### src/rtl/l1_flush_sequencer.sv
// L1 maintenance sequencer: round-robin arbitration of flush/clear requests, D-cache phase then
// I-cache clear, then a one-cycle ack. Optional per-phase watchdog under L1_FLUSH_TIMEOUT_EN.
module l1_flush_sequencer #(
  parameter int unsigned NREQ           = 2,
  parameter int unsigned TIMEOUT_CYCLES = 1024
) (
  input  logic            clk,
  input  logic            nRST,
  input  logic [NREQ-1:0] req_flush,
  input  logic [NREQ-1:0] req_clear,
  output logic [NREQ-1:0] req_ack,
  output logic            busy,
  output logic            dcache_flush,
  output logic            dcache_clear,
  input  logic            dcache_flush_done,
  input  logic            dcache_clear_done,
  output logic            icache_clear,
  input  logic            icache_clear_done,
  output logic            timeout_err
);

  localparam int unsigned IdxW = (NREQ > 1) ? $clog2(NREQ) : 1;

  typedef enum logic [1:0] {StIdle, StDOp, StIOp, StAck} state_e;
  typedef enum logic {OpClear, OpFlush} op_e;

  if (NREQ < 1 || TIMEOUT_CYCLES < 1) begin : g_bad_param
    $error("l1_flush_sequencer: NREQ and TIMEOUT_CYCLES must be at least 1");
  end

  state_e            state_q, state_d;
  op_e               op_q, op_d;
  logic [IdxW-1:0]   grant_q, grant_d;
  logic [IdxW-1:0]   rr_ptr_q, rr_ptr_d;
  logic [NREQ-1:0]   pending;
  logic [IdxW-1:0]   gnt_idx;
  logic [IdxW-1:0]   cand;
  logic              gnt_valid;
  logic              in_phase;
  logic              phase_done;
  logic              d_done;
  logic              timeout_hit;

  assign pending = req_flush | req_clear;

  // First pending requester at or after rr_ptr, wrapping around.
  always_comb begin
    gnt_valid = 1'b0;
    gnt_idx   = '0;
    cand      = '0;
    for (int unsigned i = 0; i < NREQ; i++) begin
      cand = IdxW'((32'(rr_ptr_q) + i) % NREQ);
      if (!gnt_valid && pending[cand]) begin
        gnt_valid = 1'b1;
        gnt_idx   = cand;
      end
    end
  end

  // Only the done matching the latched op is honoured.
  assign d_done     = (op_q == OpFlush) ? dcache_flush_done : dcache_clear_done;
  assign in_phase   = (state_q == StDOp) || (state_q == StIOp);
  assign phase_done = ((state_q == StDOp) && d_done) || ((state_q == StIOp) && icache_clear_done);

  // State register
  always_ff @(posedge clk or negedge nRST) begin
    if (!nRST) begin
      state_q <= StIdle;
    end else begin
      state_q <= state_d;
    end
  end

  // Next-state logic
  always_comb begin
    state_d = state_q;
    unique case (state_q)
      StIdle: if (gnt_valid) state_d = StDOp;
      StDOp: begin
        if (d_done) state_d = StIOp;
        else if (timeout_hit) state_d = StAck;
      end
      StIOp: begin
        if (icache_clear_done) state_d = StAck;
        else if (timeout_hit) state_d = StAck;
      end
      StAck:   state_d = StIdle;
      default: state_d = StIdle;
    endcase
  end

  // Output decode, purely from registered state
  always_comb begin
    busy         = (state_q != StIdle);
    dcache_flush = (state_q == StDOp) && (op_q == OpFlush);
    dcache_clear = (state_q == StDOp) && (op_q == OpClear);
    icache_clear = (state_q == StIOp);
    req_ack      = '0;
    for (int unsigned i = 0; i < NREQ; i++) begin
      req_ack[i] = (state_q == StAck) && (grant_q == IdxW'(i));
    end
  end

  // Grant, op and round-robin pointer latch on leaving IDLE.
  always_comb begin
    grant_d  = grant_q;
    op_d     = op_q;
    rr_ptr_d = rr_ptr_q;
    if (state_q == StIdle && gnt_valid) begin
      grant_d  = gnt_idx;
      op_d     = req_flush[gnt_idx] ? OpFlush : OpClear;
      rr_ptr_d = IdxW'((32'(gnt_idx) + 32'd1) % NREQ);
    end
  end

  always_ff @(posedge clk or negedge nRST) begin
    if (!nRST) begin
      grant_q  <= '0;
      op_q     <= OpClear;
      rr_ptr_q <= '0;
    end else begin
      grant_q  <= grant_d;
      op_q     <= op_d;
      rr_ptr_q <= rr_ptr_d;
    end
  end

`ifdef L1_FLUSH_TIMEOUT_EN
  localparam int unsigned CntW = $clog2(TIMEOUT_CYCLES + 1);

  logic [CntW-1:0] cnt_q, cnt_d;
  logic            err_q, err_d;

  // Fires in the TIMEOUT_CYCLES-th cycle of a phase; a matching done in that cycle wins.
  assign timeout_hit = in_phase && !phase_done && (cnt_q == CntW'(TIMEOUT_CYCLES - 1));
  assign timeout_err = err_q;

  always_comb begin
    cnt_d = cnt_q;
    err_d = err_q;
    if (state_d != state_q) begin
      cnt_d = '0;
    end else if (in_phase) begin
      cnt_d = cnt_q + CntW'(1);
    end
    if (timeout_hit) begin
      err_d = 1'b1;
    end
  end

  always_ff @(posedge clk or negedge nRST) begin
    if (!nRST) begin
      cnt_q <= '0;
      err_q <= 1'b0;
    end else begin
      cnt_q <= cnt_d;
      err_q <= err_d;
    end
  end
`else
  assign timeout_hit = 1'b0;
  assign timeout_err = 1'b0;
`endif

endmodule

### config.mk
export PLATFORM = sky130hd
export DESIGN_NAME = l1_flush_sequencer
export DESIGN_NICKNAME = d
export VERILOG_FILES = /design/src/rtl/l1_flush_sequencer.sv
export SDC_FILE = /design/constraint.sdc
export NUM_CORES = 1
export LEC_CHECK = 0
export BUFFER_PORTS_ARGS = -buffer_cell sky130_fd_sc_hd__buf_2
export CAP_MARGIN = 5
export CORE_MARGIN = 10
export CORE_UTILIZATION = 25
export CTS_BUF_LIST = sky130_fd_sc_hd__clkbuf_2 sky130_fd_sc_hd__clkbuf_4 sky130_fd_sc_hd__clkbuf_8
export CTS_CLUSTER_SIZE = 16
export DETAILED_ROUTE_END_ITERATION = 8
export PLACE_DENSITY_LB_ADDON = 0.1
export SLEW_MARGIN = 0
export SYNTH_ARGS = -nofsm -noshare
export SYNTH_HDL_FRONTEND = slang
export SYNTH_SLANG_ARGS = --single-unit
export TNS_END_PERCENT = 30
### constraint.sdc
create_clock -name clk -period 1.7 [get_ports clk]
set_input_delay 0.255 -clock clk [delete_from_list [all_inputs] [get_ports clk]]
set_output_delay 0.255 -clock clk [all_outputs]
set_load 0.005 [all_outputs]
== Yosys cells after proc, flatten, opt, wreduce, memory -nomap -nowiden ==
Index checks and enable logic that the tools add are counted.
Widths: inputs -> output; s select.

* Register bits: 5
* Output and inout port bits: 7
* Word-level logic and storage cells: 44

* $add $sub $neg: 2
* Order comparisons: 3
* Eq/ne operators: 6
* Muxes and demuxes: 16
* Bitwise logic cells: 3
* Reduce and logical (&&, ||, !) cells: 10

{| class="wikitable"
|+ Operator list
! kind !! number
|-
| $mux 1 || 12
|-
| $pmux 2 s4 || 1
|-
| $logic_and 1x1->1 || 6
|-
| $lt 1x2->1 const B || 3
|-
| $mux 2 || 3
|-
| $eq 2x2->1 const B || 2
|-
| $ne 2x2->1 const B || 2
|-
| $reduce_and 3->1 || 1
|-
| $add 1x1->1 const B || 2
|-
| $eq 2x1->1 const B || 1
|-
| $logic_not 2->1 || 1
|-
| $ne 2x1->1 const B || 1
|-
| $not 1->1 || 2
|-
| $or 2x2->2 || 1
|-
| $reduce_bool 2->1 || 1
|-
| $logic_not 1->1 || 1
|}

== Longest topological paths before layout ==
* Depth after elaboration: 10
* Gate-level depth with buffers: 5

== Worst setup path before layout ==
No wires, ideal clock.

* Path kind: flip-flop to flip-flop
* From: register state_q[0]
* To: register state_q[1]
* Setup time: 0.127 ns
* Arrival time: 1.380 ns
* Data required time: 1.573 ns
* Slack: 0.193 ns
* Stages on the path, launching flop included: 5
* Period minus slack after synthesis: 1.507 ns
* Cells stage by stage: dfrtp_1 > inv_1 > ha_1 > a222oi_1 > mux2_1

* Cells in the longest elaborated chain, start to end: 3
* Elaborated cells between the ends (all ways): 9
* Those cells by class: eq/ne: 6; mux: 1; reduce/logical: 2

{| class="wikitable"
|+ RTL lines
! element !! RTL line !! RTL
|-
| start: declaration || 31 || <nowiki>state_e state_q, state_d;</nowiki>
|-
| start signal: assignment || 68 || <nowiki>state_q <= StIdle;</nowiki>
|-
| start signal: assignment || 70 || <nowiki>state_q <= state_d;</nowiki>
|-
| $eq 2x2->1 * || -- ||
|-
| named net icache_clear || 17 || <nowiki>output logic icache_clear,</nowiki>
|-
| $ne 2x1->1 (no line) || -- ||
|-
| $reduce_and 3->1 (no line) || -- ||
|}

The timed path passes the listed nets; every way through them passes the cells marked *.
A chain may end at the register's enable or synchronous reset.

== Final worst setup path ==
* From: register state_q[0]
* To: register state_q[1]

* Cells in the longest elaborated chain, start to end: 3
* Elaborated cells between the ends (all ways): 9
* Those cells by class: eq/ne: 6; mux: 1; reduce/logical: 2

{| class="wikitable"
|+ RTL lines
! element !! RTL line !! RTL
|-
| $eq 2x1->1 (tied with other cells) || 77 || <nowiki>unique case (state_q)</nowiki>
|-
| $ne 2x2->1 (no line) or $ne 2x1->1 (tied branches) || -- ||
|-
| $reduce_and 3->1 (no line) || -- ||
|}

Several ways; a longest one is shown, not always the timed one.

==> summary.md <==
| Metric | Value |
|---|---|
| Status | `finished, final reports clean` |
| DR WL/cell | `approximately 11 um` |
| Area used by multi-input combinational logic | `between 200 and 250 um2` |
| Sequential share of power | `between 30 and 40%` |
| Cells after synthesis | `40` |
| Most common cell after layout, fill and taps aside | `buf_2` |
| Hold slack | `around 340 ps` |
| Metal3 WL | `57 um` |
| Layout area overhead | `36.1%` |
| Die width | `just under 60 um` |
| Clock slew at reported path FFs | `about 40 ps` |
| Total number of yosys warnings | `0` |
| # resized after CTS | `0` |
| WL final | `839 um` |
| Clk_skew | `about 0.87 ps` |
| Logic pwr share | `around half` |
| Mean Syn Cell Area | `slightly below 9 um2` |
| Worst-Skew Late Latency | `between 200 and 250 ps` |
| Critical Path Start Type | `flop` |
| CTS Root Cell | `clkbuf_4` |
| Drt via density | `roughly 4.5` |
| # rows | `13` |
| Final Cell Area | `slightly below 500 um2` |
| DRC viols | `0` |
| Worst r2r src | `state_q[0]$_DFFE_PN0P_` |
| I/O Buffers | `14` |
| # H-tree levels | `1` |
| Final Setup Violations | `0` |
| Switching Share | `about 37%` |
| Crit Path Class | `flop to flop` |
| Total global routing overflow | `0` |
| Final hold violations | `0` |
| Vias in the first global route | `333` |
| All-Layer GR Usage | `5.43%` |
| Chip Height | `approximately 58 um` |
| First DRT Iteration DRCs | `4` |
| Seq/Total Area, Yosys | `35.1%` |
| Data required time of the critical path | `between 1500 and 2000 ps` |
| Fin Setup TNS | `0 ps` |
| Final Power | `between 0.7 and 0.8 mW` |
| Maximum vdd drop | `about 0.00057 V` |
| Detailed Place HPWL | `between 700 and 800 um` |
| Post-layout minimum cycle time | `roughly 1600 ps` |
| First-pass DRT Iterations | `4` |
| Highest-count cells in the layout ignoring fill and taps | `14 x buf_2, 5 x nand2_1, 5 x dfrtp_1` |
| Placed instance area | `around 450 um2` |
| CTS tree | `yes` |
| R2r setup slk | `between 100 and 150 ps` |
| Worst reg2reg path endpoint | `state_q[1]$_DFFE_PN0P_` |
| Placer Congestion | `0.711` |
| Register Area | `between 100 and 150 um2` |
| Hold/Removal Path Class | `input port to flop` |
| Internal power | `~0.5 mW` |
| Net Switching | `~0.3 mW` |
| Setup Buffers After CTS | `0` |
| Yosys cell types | `23` |
| Inserted Clock Buffers | `3` |
| Share of cells above drive strength 1 | `37.3%` |
| Cell Area, Synth | `between 300 and 400 um2` |
| Max Buffers Root-to-Sink | `2` |
| Global-route wire length before repair | `roughly 1.4 mm` |
| Period utilisation layout | `between 90% and 100%` |
| Maxcap violations | `0` |
| Top sig layer | `met3` |
| Unrepaired setup endpoints after global routing | `no` |
| Post-Syn Nets | `between 50 and 60` |
| Post-synthesis register bit count | `5` |
| Filler cells | `~140` |
| Vias | `330` |
| Core area | `roughly 0.0013 mm2` |
| Die ar. | `around 0.0033 mm2` |
| Fmax | `638 MHz` |
| R2R cell count | `4` |
| Met2 wire len | `approximately 440 um` |
| DRT antenna net count | `0` |
| Diodes inserted | `0` |
| Power density over cell area | `~1600 mW/mm2` |
| Worst Hold End | `state_q[0]$_DFFE_PN0P_` |
| I/O Pins | `16` |
| Max-slew violations | `0` |
| Fin nets | `73` |
| P_leak | `about 0.25 nW` |
| Critical path arrival | `1680 ps` |
| Clock sinks | `5` |
| CP Capture Type | `flop` |
| Clock power share | `18.7%` |
| Pin count of the biggest net entering global routing | `7` |
| Crit-path max FO | `4` |
| Hold Buf Count CTS | `1` |
| Met1 wire length | `344 um` |
| HP Start | `dcache_clear_done` |
| Final core utilization | `36.8%` |
| Starting Density | `27.1%` |
| Antenna violations before repair | `0` |
| Cells on Worst Hold Path | `4` |
==> final cells by class <==
cell class | count | share of cell area [%]
clock buffer | 4 | 6.19
inverter | 4 | 3.35
multi-input combinational | 30 | 42.8
sequential | 5 | 25.8
tap | 15 | 3.87
timing repair buffer | 16 | 18.0
==> cell families (layout without fill, tap and decap cells) <==
kind of cell | count (synthesis) | after routing | synth area share, %
AND/OR/NAND/NOR | 14 | 14 | 20.4
AO/OA/AOI/OAI | 9 | 9 | 16.8
flip-flops | 5 | 5 | 35.1
buffers and inverters | 5 | 24 | 6.67
adder cells (fa/ha/maj) | 4 | 4 | 14.0
multiplexers | 2 | 2 | 5.96
other | 1 | 1 | 1.05
==> worst max-delay path, stage by stage (launching register included) <==
cell      delay (ps)
dfrtp_1          380
inv_1             80
ha_1             230
a222oi_1         400
mux2_1           360
==> state kept, by name, indices dropped and copies added, names as in the netlist <==
name and count:
grant_q 1, op_q 1, rr_ptr_q 1, state_q 2
==> metal layers <==
metal / vias up / GRT usage, %
met5: - / 0
met4: 0 / 4.03
met3: 0 / 3.49
met2: 8 / 9.36
met1: 149 / 4.35
li1: 173 / -
==> how the worst max path moves through the flow <==
stage / from / depth (start not counted) / end
4_1_cts: state_q[0]$_DFFE_PN0P_ / 4 / state_q[1]$_DFFE_PN0P_
3_5_place_dp: state_q[0]$_DFFE_PN0P_ / 4 / state_q[1]$_DFFE_PN0P_
2_1_floorplan: state_q[0]$_DFFE_PN0P_ / 4 / state_q[1]$_DFFE_PN0P_
3_3_place_gp: state_q[1]$_DFFE_PN0P_ / 4 / state_q[1]$_DFFE_PN0P_
6_report: state_q[0]$_DFFE_PN0P_ / 4 / state_q[1]$_DFFE_PN0P_
5_1_grt: state_q[0]$_DFFE_PN0P_ / 4 / state_q[1]$_DFFE_PN0P_
==> through the flow <==
stage | setup slack [ps] | cells
2_1_floorplan | 193 | 40
3_3_place_gp | 124 | 69
3_5_place_dp | 128 | 69
4_1_cts | 116 | 74
5_1_grt | 50.0 | 74
6_report | 132 | 74
==> synthesized netlist by cell type (all sizes together) <==
master,n,area share (%)
nand2,5,5.3
buf,1,2.1
mux2i,1,2.8
nor2,3,3.2
a222oi,1,2.8
nor3b,1,2.1
nor2b,1,1.8
and2b,1,2.5
o31ai,1,2.1
o21ai,4,5.6
inv,3,3.2
a21oi,1,1.4
nor4,1,1.8
mux2,1,3.2
dfrtp,5,35
o41ai,1,2.5
clkinvlp,1,1.4
a2bb2oi,1,2.5
and2,2,3.9
ha,4,14
conb,1,1.1
==> power by group through the flow <==
stage / logic [mW] / clock network, mW / registers, mW
finish: 0.401 / 0.149 / 0.244
CTS: 0.413 / 0.158 / 0.245
detailed placement: 0.408 / 0 / 0.248
floorplan: 0.269 / 0 / 0.231
global placement: 0.410 / 0 / 0.248
global route: 0.463 / 0.168 / 0.253
Note: power is estimated with default switching activity, not from simulation.
